===== src/rtl/sim_mon_pkg.sv =====
// Shared types and defaults for the end-of-run bus monitor.
// Holds the FSM state encoding, default addresses/data and helpers.
package sim_mon_pkg;

   typedef enum logic [2:0] {
      ST_IDLE      = 3'd0,
      ST_RUN       = 3'd1,
      ST_PASS_SEEN = 3'd2,
      ST_PASS      = 3'd3,
      ST_FAIL      = 3'd4,
      ST_TOUT      = 3'd5
   } state_e;

   localparam logic [31:0] DEF_HALT_ADDR = 32'h0000_00b8;
   localparam logic [31:0] DEF_PASS_ADDR = 32'h0000_0064;
   localparam logic [31:0] DEF_PASS_DATA = 32'h0000_0007;
   localparam int          DEF_TIMEOUT   = 1000;

   // States still watching the bus.
   function automatic logic is_active(input state_e s);
      return (s == ST_RUN) || (s == ST_PASS_SEEN);
   endfunction

   // Absorbing verdict states.
   function automatic logic is_terminal(input state_e s);
      return (s == ST_PASS) || (s == ST_FAIL) || (s == ST_TOUT);
   endfunction

endpackage


===== src/rtl/sim_end_monitor_sat_counter.sv =====
// Saturating up-counter with enable and synchronous clear.
// Ports: clk, clr (sync clear), en (count enable), count (value).
module sat_counter #(
   parameter int W = 32
) (
   input  logic         clk,
   input  logic         clr,
   input  logic         en,
   output logic [W-1:0] count
);

   logic [W-1:0] count_q;
   logic [W-1:0] count_d;

   // Holds at all-ones instead of wrapping.
   always_comb begin
      count_d = count_q;
      if (en && (count_q != '1)) begin
         count_d = count_q + W'(1);
      end
   end

   always_ff @(posedge clk) begin
      if (clr) begin
         count_q <= '0;
      end else begin
         count_q <= count_d;
      end
   end

   assign count = count_q;

endmodule


===== src/rtl/sim_end_monitor.sv =====
// End-of-run monitor: watches the processor data bus for a pass
// signature store, a halt-address access or a cycle timeout and
// latches a sticky verdict with cycle/write statistics.
// Ports: clk, reset (sync, active-high), Adr/WriteData/MemWrite (bus),
// done/pass/fail/timeout (verdict), state, cycle_count, write_count,
// fail_addr/fail_data (bus values captured at the failing event).
module sim_end_monitor
   import sim_mon_pkg::*;
#(
   parameter int                ADDR_W    = 32,
   parameter int                DATA_W    = 32,
   parameter int                CNT_W     = 32,
   parameter logic [ADDR_W-1:0] HALT_ADDR = ADDR_W'(DEF_HALT_ADDR),
   parameter bit                CHECK_EN  = 1'b1,
   parameter logic [ADDR_W-1:0] PASS_ADDR = ADDR_W'(DEF_PASS_ADDR),
   parameter logic [DATA_W-1:0] PASS_DATA = DATA_W'(DEF_PASS_DATA),
   parameter int                TIMEOUT   = DEF_TIMEOUT
) (
   input  logic              clk,
   input  logic              reset,
   input  logic [ADDR_W-1:0] Adr,
   input  logic [DATA_W-1:0] WriteData,
   input  logic              MemWrite,
   output logic              done,
   output logic              pass,
   output logic              fail,
   output logic              timeout,
   output logic [2:0]        state,
   output logic [CNT_W-1:0]  cycle_count,
   output logic [CNT_W-1:0]  write_count,
   output logic [ADDR_W-1:0] fail_addr,
   output logic [DATA_W-1:0] fail_data
);

   localparam bit             TO_EN   = (TIMEOUT != 0);
   localparam logic [CNT_W-1:0] TO_LAST = CNT_W'(TIMEOUT - 1);

   state_e            state_q;
   state_e            state_d;
   logic [ADDR_W-1:0] fail_addr_q;
   logic [ADDR_W-1:0] fail_addr_d;
   logic [DATA_W-1:0] fail_data_q;
   logic [DATA_W-1:0] fail_data_d;
   logic              done_q;
   logic              done_d;
   logic              pass_q;
   logic              pass_d;
   logic              fail_q;
   logic              fail_d;
   logic              tout_q;
   logic              tout_d;

   logic              active;
   logic              sig_hit;
   logic              sig_ok;
   logic              halt_hit;
   logic              to_hit;

   assign active   = is_active(state_q);
   assign sig_hit  = MemWrite && (Adr == PASS_ADDR);
   assign sig_ok   = (WriteData == PASS_DATA);
   assign halt_hit = (Adr == HALT_ADDR);
   // Compare against the pre-increment count: the edge that sees
   // TIMEOUT-1 is the TIMEOUT-th edge spent watching the bus.
   assign to_hit   = TO_EN && (cycle_count == TO_LAST);

   // State and registered outputs.
   always_ff @(posedge clk) begin
      if (reset) begin
         state_q     <= ST_IDLE;
         fail_addr_q <= '0;
         fail_data_q <= '0;
         done_q      <= 1'b0;
         pass_q      <= 1'b0;
         fail_q      <= 1'b0;
         tout_q      <= 1'b0;
      end else begin
         state_q     <= state_d;
         fail_addr_q <= fail_addr_d;
         fail_data_q <= fail_data_d;
         done_q      <= done_d;
         pass_q      <= pass_d;
         fail_q      <= fail_d;
         tout_q      <= tout_d;
      end
   end

   // Next state; signature check outranks halt, halt outranks timeout.
   always_comb begin
      state_d     = state_q;
      fail_addr_d = fail_addr_q;
      fail_data_d = fail_data_q;
      unique case (state_q)
         ST_IDLE: begin
            state_d = ST_RUN;
         end
         ST_RUN, ST_PASS_SEEN: begin
            if (sig_hit) begin
               if (sig_ok) begin
                  state_d = CHECK_EN ? ST_PASS_SEEN : ST_PASS;
               end else begin
                  state_d     = ST_FAIL;
                  fail_addr_d = Adr;
                  fail_data_d = WriteData;
               end
            end else if (halt_hit) begin
               if (!CHECK_EN || (state_q == ST_PASS_SEEN)) begin
                  state_d = ST_PASS;
               end else begin
                  state_d     = ST_FAIL;
                  fail_addr_d = Adr;
               end
            end else if (to_hit) begin
               state_d     = ST_TOUT;
               fail_addr_d = Adr;
            end
         end
         ST_PASS, ST_FAIL, ST_TOUT: begin
            state_d = state_q;
         end
         default: begin
            state_d = ST_IDLE;
         end
      endcase
   end

   // Verdict flags follow the state being entered on this edge.
   always_comb begin
      done_d = is_terminal(state_d);
      pass_d = (state_d == ST_PASS);
      fail_d = (state_d == ST_FAIL);
      tout_d = (state_d == ST_TOUT);
   end

   sat_counter #(
      .W (CNT_W)
   ) u_cycle_cnt (
      .clk   (clk),
      .clr   (reset),
      .en    (active),
      .count (cycle_count)
   );

   sat_counter #(
      .W (CNT_W)
   ) u_write_cnt (
      .clk   (clk),
      .clr   (reset),
      .en    (active && MemWrite),
      .count (write_count)
   );

   assign state     = state_q;
   assign done      = done_q;
   assign pass      = pass_q;
   assign fail      = fail_q;
   assign timeout   = tout_q;
   assign fail_addr = fail_addr_q;
   assign fail_data = fail_data_q;

endmodule


===== config.mk =====
export PLATFORM = sky130hd
export DESIGN_NAME = sim_end_monitor
export DESIGN_NICKNAME = d
export VERILOG_FILES = /design/src/rtl/sim_mon_pkg.sv /design/src/rtl/sim_end_monitor_sat_counter.sv /design/src/rtl/sim_end_monitor.sv
export SDC_FILE = /design/constraint.sdc
export NUM_CORES = 1
export LEC_CHECK = 0
export BUFFER_PORTS_ARGS = -buffer_cell sky130_fd_sc_hd__buf_2
export CORE_MARGIN = 2
export CORE_UTILIZATION = 36
export DETAILED_ROUTE_END_ITERATION = 6
export PLACE_DENSITY_LB_ADDON = 0.15
export SLEW_MARGIN = 20
export SYNTH_ARGS = -nofsm -noshare
export SYNTH_HDL_FRONTEND = slang
export SYNTH_SLANG_ARGS = --single-unit

===== constraint.sdc =====
create_clock -name clk -period 4.4 [get_ports clk]
set_input_delay 0.88 -clock clk [delete_from_list [all_inputs] [get_ports clk]]
set_output_delay 0.88 -clock clk [all_outputs]
set_load 0.005 [all_outputs]

After elaboration in Yosys (flattened, before gate mapping) --
Index checks and enable logic that the tools add are counted.
Storage, ports and cells: input bits 67, logic and storage cells 52, register bits after elaboration 135, output and inout port bits 135
Operators by class: reductions and logical operators 13, eq/ne operators 16, multiplexer cells 11, add/subtract/negate cells 2, bitwise operators 1
Operators by type and width (count):
- 2-to-1 mux 32 bit | 5
- adder 32 x 1 -> 32 bit (second input constant) | 2
- inequality test 32 bit (second input constant) | 2
- == test 32 x 10 -> 1 bit (second input constant) | 1
- == test 32 x 3 -> 1 bit (second input constant) | 1
- == test 32 x 7 -> 1 bit (second input constant) | 1
- == test 32 x 8 -> 1 bit (second input constant) | 1
- 2-to-1 mux 3 bit | 5
- == test 3 bit (second input constant) | 4
- == test 3 x 2 -> 1 bit (second input constant) | 3
- one-hot mux 3 bit (3 select lines) | 1
- logical AND 1 bit | 4
- AND reduction 4 bit | 1
- == test 3 x 1 -> 1 bit (second input constant) | 1
- zero test 3 bit | 1
- logical OR 1 bit | 3
- inequality test 3 bit (second input constant) | 1
- AND reduction 3 bit | 1
- nonzero test 3 bit | 1
- OR reduction 3 bit | 1
- inequality test 2 bit (second input constant) | 1
- OR reduction 2 bit | 1
- inverter 1 bit | 1

Logic depth before layout (Yosys ltp) --
word-level depth 8, mapped depth 8, mapped depth without buffers 8

Hierarchy --
Synthesis repeated with hierarchy kept, for this count alone.
Second synthesis, totals: cells, all modules 681, area total of the unflattened synthesis 6227.2 µm²
Modules (own cells, without submodules):
- sat_counter | cells each 199, area an instance 1674.1 µm², seq. area each 640.6 µm², instances 2
- sim_end_monitor | cells each 283, area an instance 2879.0 µm², seq. area each 1421.4 µm², instances 1

Least setup slack after synthesis --
No wires, ideal clock.
path type input -> register, start point input WriteData[29], end point register fail_addr_q[26], in the netlist fail_addr[26], stages on the path 7, arrival 2.620 ns, path slack 1.652 ns, path buffers 1, cell sequence or4b_1 -> nor4_1 -> a41oi_1 -> o221ai_2 -> buf_6 -> mux2i_1 -> nor2_1
On the way: word-level cells in the longest chain between the ends 3
RTL lines:
- start, declared | RTL line sim_end_monitor.sv:22 | input logic [DATA_W-1:0] WriteData,
- == test 32 x 3 -> 1 bit | RTL line sim_end_monitor.sv:61 | assign sig_ok = (WriteData == PASS_DATA);
- inequality test 2 bit (no line)
- AND reduction 4 bit (no line)
- end signal, assigned | RTL line sim_end_monitor.sv:79 | fail_addr_q <= fail_addr_d;
- end, declared | RTL line sim_end_monitor.sv:40 | logic [ADDR_W-1:0] fail_addr_q;
Every way passes these cells. A chain may end at the register's enable or synchronous reset.

Final worst setup path --
start point register u_cycle_cnt.count_q[7], in the netlist u_cycle_cnt.count[7], end point register u_cycle_cnt.count_q[22], in the netlist u_cycle_cnt.count[22]
On the way: word-level cells in the longest chain between the ends 2, elaborated cells on any way between the ends 3, classes of those cells add/sub (1); eq/ne (1); reduce/logical (1)
RTL lines:
- start, declared | RTL line sim_end_monitor_sat_counter.sv:12 | logic [W-1:0] count_q;
- start signal, assigned | RTL line sim_end_monitor_sat_counter.sv:27 | count_q <= count_d;
- branches (longest 2 deep; another with adder 32 x 1 -> 32 bit)
Parallel ways; which one is timed is not known.

==> flow_results.xml <==
<?xml version="1.0" encoding="UTF-8"?>
<metrics>
  <group name="global_route">
    <metric name="grt.met3_usage" unit="%">5.40</metric>
    <metric name="grt.busiest_layer" unit="">met2</metric>
    <metric name="groute.usage.overall" unit="%">18.4</metric>
    <metric name="gr-total-overflow" unit="">0</metric>
    <metric name="grt_max_degree" unit="">56</metric>
    <metric name="grt_first_pass_wirelength" unit="um">26300</metric>
    <metric name="via_count_of_the_first_global_routing_pass" unit="">5091</metric>
    <metric name="groute.layer.met2.usage" unit="%">28.6</metric>
    <metric name="initial_antenna_violation_count" unit="">0</metric>
    <metric name="grt_use_met1" unit="%">24.8</metric>
  </group>
  <group name="synth">
    <metric name="number_of_synthesized_register_bits" unit="">135</metric>
    <metric name="syn-num-nets" unit="">764</metric>
    <metric name="netlist.area_leader.share" unit="%">45.3</metric>
    <metric name="synth_area_leader_cell" unit="">dfxtp_1</metric>
    <metric name="netlist_instances" unit="">695</metric>
    <metric name="synth-main-ff-cell" unit="">dfxtp_1</metric>
    <metric name="syn-mean-instance-area" unit="um2">8.59</metric>
    <metric name="netlist-cell-type-count" unit="">54</metric>
    <metric name="edff_count_synth" unit="">0</metric>
    <metric name="fraction_of_synthesis_flops_using_an_asynchronous_set_or_reset_pin" unit="%">0</metric>
    <metric name="post_synth_instance_area" unit="um2">5970</metric>
    <metric name="yosys_warnings" unit="">0</metric>
    <metric name="yosys-top-cells-area" unit="">dfxtp_1 (45%), nand2_1 (5.7%), nor2_1 (5.6%)</metric>
    <metric name="synth-seq-area-share" unit="%">45.3</metric>
  </group>
  <group name="floorplan">
    <metric name="io-pin-count" unit="">202</metric>
    <metric name="die_width" unit="um">133</metric>
    <metric name="core_region_area" unit="um2">16400</metric>
    <metric name="initial_core_util" unit="%">36.4</metric>
    <metric name="chipHeight" unit="um">133</metric>
    <metric name="fp-row-count" unit="">47</metric>
    <metric name="dieArea" unit="um2">17600</metric>
  </group>
  <group name="timing">
    <metric name="timing.setup.tns" unit="ns">0</metric>
    <metric name="fin_hold_ws" unit="ns">0.445</metric>
    <metric name="grt_setup_unrepaired" unit="">false</metric>
    <metric name="fmax" unit="MHz">339</metric>
    <metric name="finalCriticalPeriod" unit="ns">2.95</metric>
    <metric name="timing_hold_violations_final" unit="">0</metric>
    <metric name="min_period_over_period" unit="%">67.1</metric>
    <metric name="endpoints_failing_setup" unit="">0</metric>
    <metric name="worstMarginPinSlew" unit="ns">0.958</metric>
    <metric name="max_slew_violation_total_from_the_final_report" unit="">0</metric>
    <metric name="final.setup_skew" unit="ns">0.00728</metric>
    <metric name="timing.max_slew.rel_slack" unit="%">35.6</metric>
  </group>
  <group name="setup_path">
    <metric name="worst-endpoint-arrival" unit="ns">3.23</metric>
    <metric name="worst_setup_path_start_kind" unit="">flop</metric>
    <metric name="crit_path_end_kind" unit="">flop</metric>
    <metric name="critical-path-top-delay-family" unit="">simple AND/OR/NAND/NOR gates</metric>
    <metric name="crit_buf_inv" unit="">0</metric>
    <metric name="criticalPathCategory" unit="">reg -&gt; reg</metric>
    <metric name="worst_r2r_endpoint" unit="">u_cycle_cnt.count[22]</metric>
    <metric name="worst-endpoint-required" unit="ns">4.68</metric>
    <metric name="crit-reg2reg-launch" unit="">u_cycle_cnt.count[7]</metric>
    <metric name="cp_cell_sequence" unit="">nand4_1 -&gt; nor4_1 -&gt; nand2_1 -&gt; o21ai_1 -&gt; or4_1 -&gt; a21oi_1</metric>
    <metric name="timing.reg2reg.worst_path_depth" unit="">6</metric>
    <metric name="ff2ff_setup_slack" unit="ns">1.45</metric>
    <metric name="slowest_stage" unit="">o21ai_1</metric>
    <metric name="critical_path.max_fanout" unit="">22</metric>
    <metric name="critical-path-max-stage-delay" unit="ns">0.75</metric>
  </group>
  <group name="detailed_routing">
    <metric name="antenna_violating_nets_post_route" unit="">0</metric>
    <metric name="drt-initial-drc-count" unit="">257</metric>
    <metric name="drc" unit="">0</metric>
    <metric name="drt_pre_antenna_iters" unit="">5</metric>
    <metric name="vias" unit="">5662</metric>
    <metric name="detail_route.wl_per_cell" unit="um">14.9</metric>
    <metric name="drt-total-wl" unit="um">16600</metric>
    <metric name="drt-vias-per-instance" unit="">5.07</metric>
  </group>
  <group name="pwr">
    <metric name="pwr-share-clk" unit="%">50.4</metric>
    <metric name="cell_internal_pwr" unit="mW">2.12</metric>
    <metric name="max-vdd-ir-drop" unit="V">0.000250</metric>
    <metric name="p_per_area" unit="nW/um2">347</metric>
    <metric name="total_switching_power" unit="mW">0.553</metric>
    <metric name="p_sw_share" unit="%">20.7</metric>
    <metric name="p_seq_share" unit="%">46.1</metric>
    <metric name="comb_power_share" unit="%">3.5</metric>
    <metric name="leakage" unit="nW">3.41</metric>
  </group>
  <group name="hold_path">
    <metric name="min-delay-start" unit="">fail_data[27]</metric>
    <metric name="whs_endpoint" unit="">fail_data[27]</metric>
    <metric name="holdPathStages" unit="">2</metric>
    <metric name="hold_wc_path_type" unit="">reg -&gt; reg</metric>
  </group>
  <group name="clock_tree">
    <metric name="clock_sink_count" unit="">135</metric>
    <metric name="htree_num_levels" unit="">4</metric>
    <metric name="setup_buffers_after_cts" unit="">0</metric>
    <metric name="ctsResizeCount" unit="">0</metric>
    <metric name="cts_root_buf" unit="">clkbuf_16</metric>
    <metric name="tritoncts" unit="">done</metric>
    <metric name="cts-root-to-sink-buffers" unit="">2</metric>
    <metric name="numCtsBuffers" unit="">17</metric>
    <metric name="cts_hold_repair.buffers" unit="">0</metric>
    <metric name="worst_setup_hold_path_clk_slew" unit="ns">0.05</metric>
    <metric name="worst_skew_late_latency" unit="ns">0.41</metric>
  </group>
  <group name="run_status">
    <metric name="status" unit="">finished clean</metric>
  </group>
  <group name="placed_design">
    <metric name="detailed_place_hpwl" unit="um">12000</metric>
    <metric name="gpl.final_weighted_congestion" unit="">0.777</metric>
    <metric name="place.port_buffers" unit="">201</metric>
  </group>
  <group name="final_layout">
    <metric name="area_growth_from_synthesis_to_final_layout" unit="%">29.0</metric>
    <metric name="fillers" unit="">1665</metric>
    <metric name="nNetsFinal" unit="">955</metric>
    <metric name="number_of_diodes_added_for_antenna_fixing" unit="">0</metric>
    <metric name="post_route_cells_drive_above_1_share" unit="%">27.3</metric>
  </group>
  <group name="flow_run">
    <metric name="maxCapViolCount" unit="">0</metric>
  </group>
</metrics>
-- power by group through the flow --
stage	clock network (mW)	registers, mW	logic, mW
after CTS	1.38	1.23	0.0939
after detailed placement	0	1.26	0.0934
after global routing	1.44	1.23	0.102
after global placement	0	1.26	0.0943
final	1.35	1.23	0.0925
after floorplan	0	1.26	0.0358
-- logic make-up after synthesis --
family,synth area share (%)
AND/OR/NAND/NOR,27.7
flip-flops,45.3
AO/OA/AOI/OAI,10.9
buffers and inverters,3.54
XOR/XNOR,6.31
multiplexers,5.91
adder cells (fa/ha/maj),0.419
-- worst reg2reg max path: cells and delay by family (launching register included) --
family	cells	cell delay, ns
AO/OA/AOI/OAI	2	0.81
flip-flops	1	0.39
AND/OR/NAND/NOR	4	1.62
-- per-stage QoR --
| stage | cell area, um2 | cells | setup slack (ns) | util [%] | power, mW |
|---|---|---|---|---|---|
| floorplan | 5970 | 695 | 1.65 | - | 1.29 |
| global placement | 7140 | 1087 | 0.952 | 43.5 | 1.35 |
| CTS | 7700 | 1116 | 1.40 | 46.9 | 2.71 |
| finish | 7700 | 1116 | 1.45 | 46.9 | 2.67 |
| global route | 7700 | 1116 | 1.11 | 46.9 | 2.77 |
| detailed placement | 7140 | 1087 | 0.967 | 43.5 | 1.35 |
-- cell usage in the layout, fill, tap and decap left out, drive strengths merged, types with 15 or more instances in the layout --
master  Yosys  final
nand2      90     90
clkbuf     28     26
dfxtp     135    135
nand3      19     19
mux2i      33     33
nor4       27     27
nand4      17     17
a21oi      57     57
nor2       89     89
buf         5    205
inv        15     15
xnor2      31     31
-- area by class of cell --
| cell class | count | area (um2) | share of cell area, % |
|---|---|---|---|
| inverters | 15 | 56.3 | 0.731 |
| flip-flops and latches | 135 | 2700 | 35.1 |
| clock buffers | 26 | 519 | 6.74 |
| multi-input cells | 512 | 3070 | 39.8 |
| repair buffers | 205 | 1040 | 13.5 |
| clock inverters | 3 | 40.0 | 0.520 |
| well taps | 220 | 275 | 3.57 |
-- state kept, by name (all words and copies together), names as in the netlist --
register,flops
fail,1
state,3
done,1
u_write_cnt.count,32
fail_addr,32
u_cycle_cnt.count,32
pass,1
timeout,1
fail_data,32
-- per-layer routing --
metal  wire, um  share of wire, %
met5          0                 0
met4        170               1.0
met1       7890                47
met2       7540                45
met3       1040               6.2
-- worst max path at each step --
stage | slack, ns | end | start | cells past startpoint
after global routing | 1.11 | u_cycle_cnt.count[8] | u_cycle_cnt.count[6] | 6
final | 1.45 | u_cycle_cnt.count[22] | u_cycle_cnt.count[7] | 6
after global placement | 0.95 | fail_data[31] | Adr[3] | 7
after detailed placement | 0.97 | fail_data[31] | Adr[3] | 7
after CTS | 1.40 | fail_data[31] | Adr[3] | 7
after floorplan | 1.65 | fail_addr[26] | WriteData[29] | 7
-- Yosys cell counts, drive strengths merged, types with 3 or more instances --
cell / n
nor2: 89
inv: 15
dfxtp: 135
nand2b: 3
nor3b: 3
nor4b: 3
a211oi: 3
nor4: 27
nand4: 17
a21oi: 57
a2111oi: 3
nor2b: 3
or4: 13
o31ai: 6
nor4bb: 3
clkbuf: 28
nand3: 19
nor3: 14
and4: 10
buf: 5
o211ai: 8
or3: 9
xnor2: 31
nand2: 90
o21ai: 14
mux2i: 33
xor2: 12
and3: 9
and2: 7
Power figures use the tool's default switching activity.
